==> config.mk <==
export PLATFORM = sky130hd
export DESIGN_NAME = alu_input_stage_fifo_flat
export DESIGN_NICKNAME = d
export VERILOG_FILES = /design/src/rtl/alu_input_stage_fifo_if.sv /design/src/rtl/alu_input_stage_fifo.sv /design/src/flat_wrapper.sv
export SDC_FILE = /design/constraint.sdc
export NUM_CORES = 1
export LEC_CHECK = 0
export ABC_CLOCK_PERIOD_IN_PS = 3810
export BUFFER_PORTS_ARGS = -buffer_cell sky130_fd_sc_hd__buf_2
export CAP_MARGIN = 0
export CORE_ASPECT_RATIO = 1.4
export CORE_MARGIN = 2
export CORE_UTILIZATION = 50
export DETAILED_ROUTE_END_ITERATION = 12
export HOLD_SLACK_MARGIN = 0.12
export PLACE_DENSITY = 0.69
export SYNTH_ARGS = -nofsm -noshare
export SYNTH_HDL_FRONTEND = slang
export SYNTH_SLANG_ARGS = --single-unit
==> constraint.sdc <==
create_clock -name c_clk -period 3.81 [get_ports c_clk]
set_clock_uncertainty 0.05 [all_clocks]
set_input_delay 0.381 -clock c_clk [delete_from_list [all_inputs] [get_ports c_clk]]
set_output_delay 0.381 -clock c_clk [all_outputs]
set_load 0.01 [all_outputs]
==> src/rtl/alu_input_stage_fifo_if.sv <==
// Handshake bundle between the priority stage (master side) and the buffered
// ALU input stage (slave side). Bit 0 is the MSB on every bus.
interface alu_input_stage_fifo_if #(
    parameter int DIN_W  = 32,
    parameter int DOUT_W = 64,
    parameter int CMD_W  = 4,
    parameter int TAG_W  = 2,
    parameter int DEPTH  = 4
);
    logic                      prio_valid;
    logic                      prio_ready;
    logic [0:CMD_W-1]          prio_cmd;
    logic [0:TAG_W-1]          prio_tag;
    logic                      prio_sext;
    logic [0:DIN_W-1]          prio_data1;
    logic [0:DIN_W-1]          prio_data2;
    logic                      alu_valid;
    logic                      alu_ready;
    logic [0:CMD_W-1]          alu_cmd;
    logic [0:TAG_W-1]          alu_tag;
    logic [0:DOUT_W-1]         alu_data1;
    logic [0:DOUT_W-1]         alu_data2;
    logic [0:$clog2(DEPTH)]    fifo_count;
    logic                      nop_drop;

    modport master (
        output prio_valid, prio_cmd, prio_tag, prio_sext, prio_data1, prio_data2, alu_ready,
        input  prio_ready, alu_valid, alu_cmd, alu_tag, alu_data1, alu_data2, fifo_count, nop_drop
    );

    modport slave (
        input  prio_valid, prio_cmd, prio_tag, prio_sext, prio_data1, prio_data2, alu_ready,
        output prio_ready, alu_valid, alu_cmd, alu_tag, alu_data1, alu_data2, fifo_count, nop_drop
    );
endinterface

==> src/rtl/alu_input_stage_fifo.sv <==
// Buffered ALU input stage: extends operands at push time and queues them in a
// DEPTH-entry FIFO; the head entry is registered, so there is no fall-through.
module alu_input_stage_fifo #(
    parameter int DIN_W  = 32,
    parameter int DOUT_W = 64,
    parameter int CMD_W  = 4,
    parameter int TAG_W  = 2,
    parameter int DEPTH  = 4
) (
    input  logic                 c_clk,
    input  logic                 reset_n,
    alu_input_stage_fifo_if.slave bus
);
    localparam int PTR_W = $clog2(DEPTH);
    localparam int CNT_W = PTR_W + 1;
    localparam logic [CNT_W-1:0] FULL_CNT = CNT_W'(DEPTH);

    logic [0:CMD_W-1]  fifo_cmd_p1   [DEPTH];
    logic [0:TAG_W-1]  fifo_tag_p1   [DEPTH];
    logic [0:DOUT_W-1] fifo_data1_p1 [DEPTH];
    logic [0:DOUT_W-1] fifo_data2_p1 [DEPTH];

    logic [PTR_W-1:0] wr_ptr;
    logic [PTR_W-1:0] rd_ptr;
    logic [CNT_W-1:0] count;
    logic             nop_drop_p1;

    logic push;
    logic store;
    logic pop;

    function automatic logic [0:DOUT_W-1] extend(input logic [0:DIN_W-1] d, input logic sext);
        logic signed [DIN_W-1:0] sd;
        sd = d;
        if (sext)
            extend = DOUT_W'(sd);
        else
            extend = DOUT_W'(d);
    endfunction

    // ready depends only on occupancy, never on alu_ready
    assign bus.prio_ready = (count != FULL_CNT) & reset_n;
    assign bus.alu_valid  = (count != '0);

    assign push  = bus.prio_valid & bus.prio_ready;
    assign store = push & (bus.prio_cmd != '0);
    assign pop   = bus.alu_valid & bus.alu_ready;

    // stage p0 -> p1: control state (pointers, occupancy, no-op pulse)
    always_ff @(posedge c_clk or negedge reset_n) begin
        if (!reset_n) begin
            wr_ptr      <= '0;
            rd_ptr      <= '0;
            count       <= '0;
            nop_drop_p1 <= 1'b0;
        end else begin
            nop_drop_p1 <= push & (bus.prio_cmd == '0);
            if (store)
                wr_ptr <= wr_ptr + PTR_W'(1);
            if (pop)
                rd_ptr <= rd_ptr + PTR_W'(1);
            case ({store, pop})
                2'b10:   count <= count + CNT_W'(1);
                2'b01:   count <= count - CNT_W'(1);
                default: count <= count;
            endcase
        end
    end

    // stage p0 -> p1: entry storage, extension applied before the write
    always_ff @(posedge c_clk) begin
        if (store) begin
            fifo_cmd_p1[wr_ptr]   <= bus.prio_cmd;
            fifo_tag_p1[wr_ptr]   <= bus.prio_tag;
            fifo_data1_p1[wr_ptr] <= extend(bus.prio_data1, bus.prio_sext);
            fifo_data2_p1[wr_ptr] <= extend(bus.prio_data2, bus.prio_sext);
        end
    end

    // stage p1 -> ALU: head entry, zero whenever the FIFO is empty
    always_comb begin
        bus.alu_cmd   = '0;
        bus.alu_tag   = '0;
        bus.alu_data1 = '0;
        bus.alu_data2 = '0;
        if (bus.alu_valid) begin
            bus.alu_cmd   = fifo_cmd_p1[rd_ptr];
            bus.alu_tag   = fifo_tag_p1[rd_ptr];
            bus.alu_data1 = fifo_data1_p1[rd_ptr];
            bus.alu_data2 = fifo_data2_p1[rd_ptr];
        end
    end

    assign bus.fifo_count = count;
    assign bus.nop_drop   = nop_drop_p1;
endmodule

==> src/flat_wrapper.sv <==
// flat-port wrapper written by rule: the top's interface ports become plain ports
module alu_input_stage_fifo_flat 
#(
    parameter int DIN_W  = 32,
    parameter int DOUT_W = 64,
    parameter int CMD_W  = 4,
    parameter int TAG_W  = 2,
    parameter int DEPTH  = 4
)
  (c_clk, reset_n, bus_prio_valid, bus_prio_cmd, bus_prio_tag, bus_prio_sext, bus_prio_data1, bus_prio_data2, bus_alu_ready, bus_prio_ready, bus_alu_valid, bus_alu_cmd, bus_alu_tag, bus_alu_data1, bus_alu_data2, bus_fifo_count, bus_nop_drop);
  alu_input_stage_fifo_if #(.DIN_W(DIN_W), .DOUT_W(DOUT_W), .CMD_W(CMD_W), .TAG_W(TAG_W), .DEPTH(DEPTH)) bus_i ();
  input  logic c_clk;
  input  logic reset_n;
  input wire logic [$bits(bus_i.prio_valid)-1:0] bus_prio_valid;
  input wire logic [$bits(bus_i.prio_cmd)-1:0] bus_prio_cmd;
  input wire logic [$bits(bus_i.prio_tag)-1:0] bus_prio_tag;
  input wire logic [$bits(bus_i.prio_sext)-1:0] bus_prio_sext;
  input wire logic [$bits(bus_i.prio_data1)-1:0] bus_prio_data1;
  input wire logic [$bits(bus_i.prio_data2)-1:0] bus_prio_data2;
  input wire logic [$bits(bus_i.alu_ready)-1:0] bus_alu_ready;
  output wire logic [$bits(bus_i.prio_ready)-1:0] bus_prio_ready;
  output wire logic [$bits(bus_i.alu_valid)-1:0] bus_alu_valid;
  output wire logic [$bits(bus_i.alu_cmd)-1:0] bus_alu_cmd;
  output wire logic [$bits(bus_i.alu_tag)-1:0] bus_alu_tag;
  output wire logic [$bits(bus_i.alu_data1)-1:0] bus_alu_data1;
  output wire logic [$bits(bus_i.alu_data2)-1:0] bus_alu_data2;
  output wire logic [$bits(bus_i.fifo_count)-1:0] bus_fifo_count;
  output wire logic [$bits(bus_i.nop_drop)-1:0] bus_nop_drop;
  assign bus_i.prio_valid = bus_prio_valid;
  assign bus_i.prio_cmd = bus_prio_cmd;
  assign bus_i.prio_tag = bus_prio_tag;
  assign bus_i.prio_sext = bus_prio_sext;
  assign bus_i.prio_data1 = bus_prio_data1;
  assign bus_i.prio_data2 = bus_prio_data2;
  assign bus_i.alu_ready = bus_alu_ready;
  assign bus_prio_ready = bus_i.prio_ready;
  assign bus_alu_valid = bus_i.alu_valid;
  assign bus_alu_cmd = bus_i.alu_cmd;
  assign bus_alu_tag = bus_i.alu_tag;
  assign bus_alu_data1 = bus_i.alu_data1;
  assign bus_alu_data2 = bus_i.alu_data2;
  assign bus_fifo_count = bus_i.fifo_count;
  assign bus_nop_drop = bus_i.nop_drop;
  alu_input_stage_fifo #(.DIN_W(DIN_W), .DOUT_W(DOUT_W), .CMD_W(CMD_W), .TAG_W(TAG_W), .DEPTH(DEPTH)) u_core (.c_clk(c_clk), .reset_n(reset_n), .bus(bus_i));
endmodule
==> results.sh <==
export IMPL_dp_hpwl_um=13200
export IMPL_cp_max_fo=51
export IMPL_routabilityCongestion=0.8096
export IMPL_rrSetupSlack_ns=1.08
export IMPL_first_global_vias=6146
export IMPL_clkTransAtPathRegs_ns=0.07
export IMPL_detail_route_antenna_nets=0
export IMPL_switching_share_pct=30.98
export IMPL_fin_util_pct=61.96
export IMPL_p_int_mw=7.306
export IMPL_antenna_found_initial=0
export IMPL_p_total_mw=10.59
export IMPL_rows=66
export IMPL_r2r_start="u_core.bus.fifo_count[0]"
export IMPL_crit_chain="or3_2, and2_1, buf_2"
export IMPL_critical_path_class="reg2out"
export IMPL_start_util_pct=50.93
export IMPL_cts_sinks=296
export IMPL_r2r_cells=8
export IMPL_port_buffers=214
export IMPL_final_common_cell="edfxtp_1"
export IMPL_wl_per_cell_um=19.69
export IMPL_cp_top_family="simple AND/OR/NAND/NOR gates"
export IMPL_combPwrFrac_pct=35.4
export IMPL_hp_class="in2async"
export IMPL_seq_area_frac_synth_pct=74.87
export IMPL_insertion_delay_ns=0.51
export IMPL_ys_flop_type="edfxtp_1"
export IMPL_peakVddDrop_mv=0.4338
export IMPL_htree_levels=1
export IMPL_synthTopCellsByArea="edfxtp_1, mux4_2, and2_1, buf_4, dfrtp_1"
export IMPL_ys_warn_count=0
export IMPL_ys_seq_elements=296
export IMPL_numCtsBuffers=26
export IMPL_status="complete, no violations"
export IMPL_p_per_area_nw_per_um2=736.2
export IMPL_finalCritPeriodShare_pct=82.14
export IMPL_placed_cell_area_um2=12790
export IMPL_areaGrowthSynthToFinish_pct=21.66
export IMPL_async_flop_share_pct=2.703
export IMPL_min_period_ns=3.130
export IMPL_worst_setup_path_start_kind="flop"
export IMPL_drive_gt1_share_pct=42.00
export IMPL_mostFrequentLayoutCells="edfxtp_1, buf_2, and2_1"
export IMPL_syn_inst=562
export IMPL_yosysTopAreaCell="edfxtp_1"
export IMPL_arrival_ns=2.70
export IMPL_worst_pin_slew_ns=0.8942
export IMPL_drt_iter0_markers=289
export IMPL_endpoint_kind="output pin"
export IMPL_maxSlewViolCount=0
export IMPL_setup_viol=0
export IMPL_setup_slack_ns=0.6803
export IMPL_p_seq_share_pct=40.1
export IMPL_hold_viol=0
export IMPL_slew_headroom_pct=40.39
export IMPL_syn_avg_cell_area_um2=21.03
export IMPL_globalRouteOverflowTotal=0
export IMPL_cts_setup_buffers=0
export IMPL_cts_root_buf="clkbuf_16"
export IMPL_cts_buffer_depth=3
export IMPL_syn_num_nets=643
export IMPL_ios=215
export IMPL_setup_tns_ns=0
export IMPL_cts_tree="yes"
export IMPL_grt_usage_pct=17.68
export IMPL_drv_cap=0
export IMPL_fmax_ghz=0.3195
export IMPL_synth_top_cell_area_share_pct=73.17
export IMPL_r2r_end="u_core.bus.fifo_count[0]"
export IMPL_core_um2=23200
export IMPL_num_antenna_cells=0
export IMPL_nNetsFinal=880
export IMPL_grt_start_max_net_pins=53
export IMPL_cpMaxStageDelayCell="or3_2"
export IMPL_syn_area_um2=11820
export IMPL_die_area_um2=24900
export IMPL_die_w_um=133.9
export IMPL_required_ns=3.38
export IMPL_clock_power_share_pct=24.5
export IMPL_die_y_um=185.9
export IMPL_synth_edf_count=288
export IMPL_route_detailed_drc=0
export IMPL_via_count=5866
export IMPL_rsz0062_at_grt="false"
export IMPL_final_area_um2=14380
export IMPL_viasPerCell=5.214
export IMPL_cp_num_buf_inv=1
export IMPL_ys_types=23
export IMPL_grt_pass1_wl_um=33600
export IMPL_post_place_ws_ns=1.045
export IMPL_wl_um=22160
export IMPL_p_switching_mw=3.280
export IMPL_cpPeakStageDelay_ns=0.74
export IMPL_p_leak_nw=5.147
export IMPL_drtPass1Iterations=4
## power groups by stage
stage	clock [mW]	sequential, mW	combinational, mW
floorplan	0	4.11	3.14
global placement	0	4.29	3.75
detailed placement	0	4.33	3.77
CTS	2.65	4.26	3.84
global route	2.78	4.29	4.08
finish	2.59	4.24	3.75
## routing by layer
metal  vias to the layer above  track usage, %  wire length, um
met5                         -               0                0
met3                        42           2.778             1157
met2                       194           32.86            12050
met1                      3001           21.14             8423
li1                       2629               -                -
met4                         0           5.489              528
## synth_stat cells (all sizes together) (2+ instances only)
library cell and number:
inv 6, xor2 3, clkbuf 7, buf 79
edfxtp 288, xnor2 3, ha 5, nor2 2
mux4 72, dfrtp 8, and2 79
## stage by stage
| step | std cells | hold slack [ns] |
|---|---|---|
| 2_1_floorplan | 562 | 0.03541 |
| 3_3_place_gp | 1004 | 0.1846 |
| 3_5_place_dp | 1004 | 0.1898 |
| 4_1_cts | 1125 | 0.1744 |
| 5_1_grt | 1125 | 0.1941 |
| 6_report | 1125 | 0.1946 |
## sequential cells by signal, indices dropped and copies added, names as in the netlist
register / cells
u_core.bus.fifo_count: 3
u_core.bus.nop_drop: 1
u_core.fifo_cmd_p1: 16
u_core.wr_ptr: 2
u_core.fifo_data1_p1: 132
u_core.fifo_tag_p1: 8
u_core.rd_ptr: 2
u_core.fifo_data2_p1: 132
## what timing repair did
action	4_1_cts	5_1_grt
gates resized for setup	0	0
hold endpoints to repair	290	0
hold buffers	73	0
## final cells by class
cell class | count | area [um^2]
clock inverters | 17 | 163.9
fillers | 1644 | 8826
multi-input cells | 174 | 2338
flip-flops and latches | 296 | 8856
inverters | 6 | 22.52
repair buffers | 295 | 1924
well taps | 306 | 382.9
clock buffers | 31 | 690.7
## how the worst max path moves through the flow
stage                             startpoint                  endpoint  slack [ns]  cells past startpoint
floorplan           u_core.bus.fifo_count[2]  u_core.fifo_cmd_p1[0][0]        0.67                      3
global placement    u_core.bus.fifo_count[0]  u_core.bus.fifo_count[0]        1.11                      8
detailed placement  u_core.bus.fifo_count[0]  u_core.bus.fifo_count[0]        1.05                      8
CTS                 u_core.bus.fifo_count[0]         bus_alu_data1[62]        0.60                      3
global route        u_core.bus.fifo_count[0]         bus_alu_data1[53]        0.41                      3
finish              u_core.bus.fifo_count[0]         bus_alu_data1[62]        0.68                      3
## cell families (layout without fill, tap and decap cells)
family	after synthesis	count (layout)	synth area share, %
adder cells (fa/ha/maj)	6	6	0.6987
flip-flops	296	296	74.87
AND/OR/NAND/NOR	86	86	4.478
buffers and inverters	92	349	5.442
AO/OA/AOI/OAI	2	2	0.1694
XOR/XNOR	6	6	0.4447
multiplexers	74	74	13.90
Note: power is estimated with default switching activity, not from simulation.
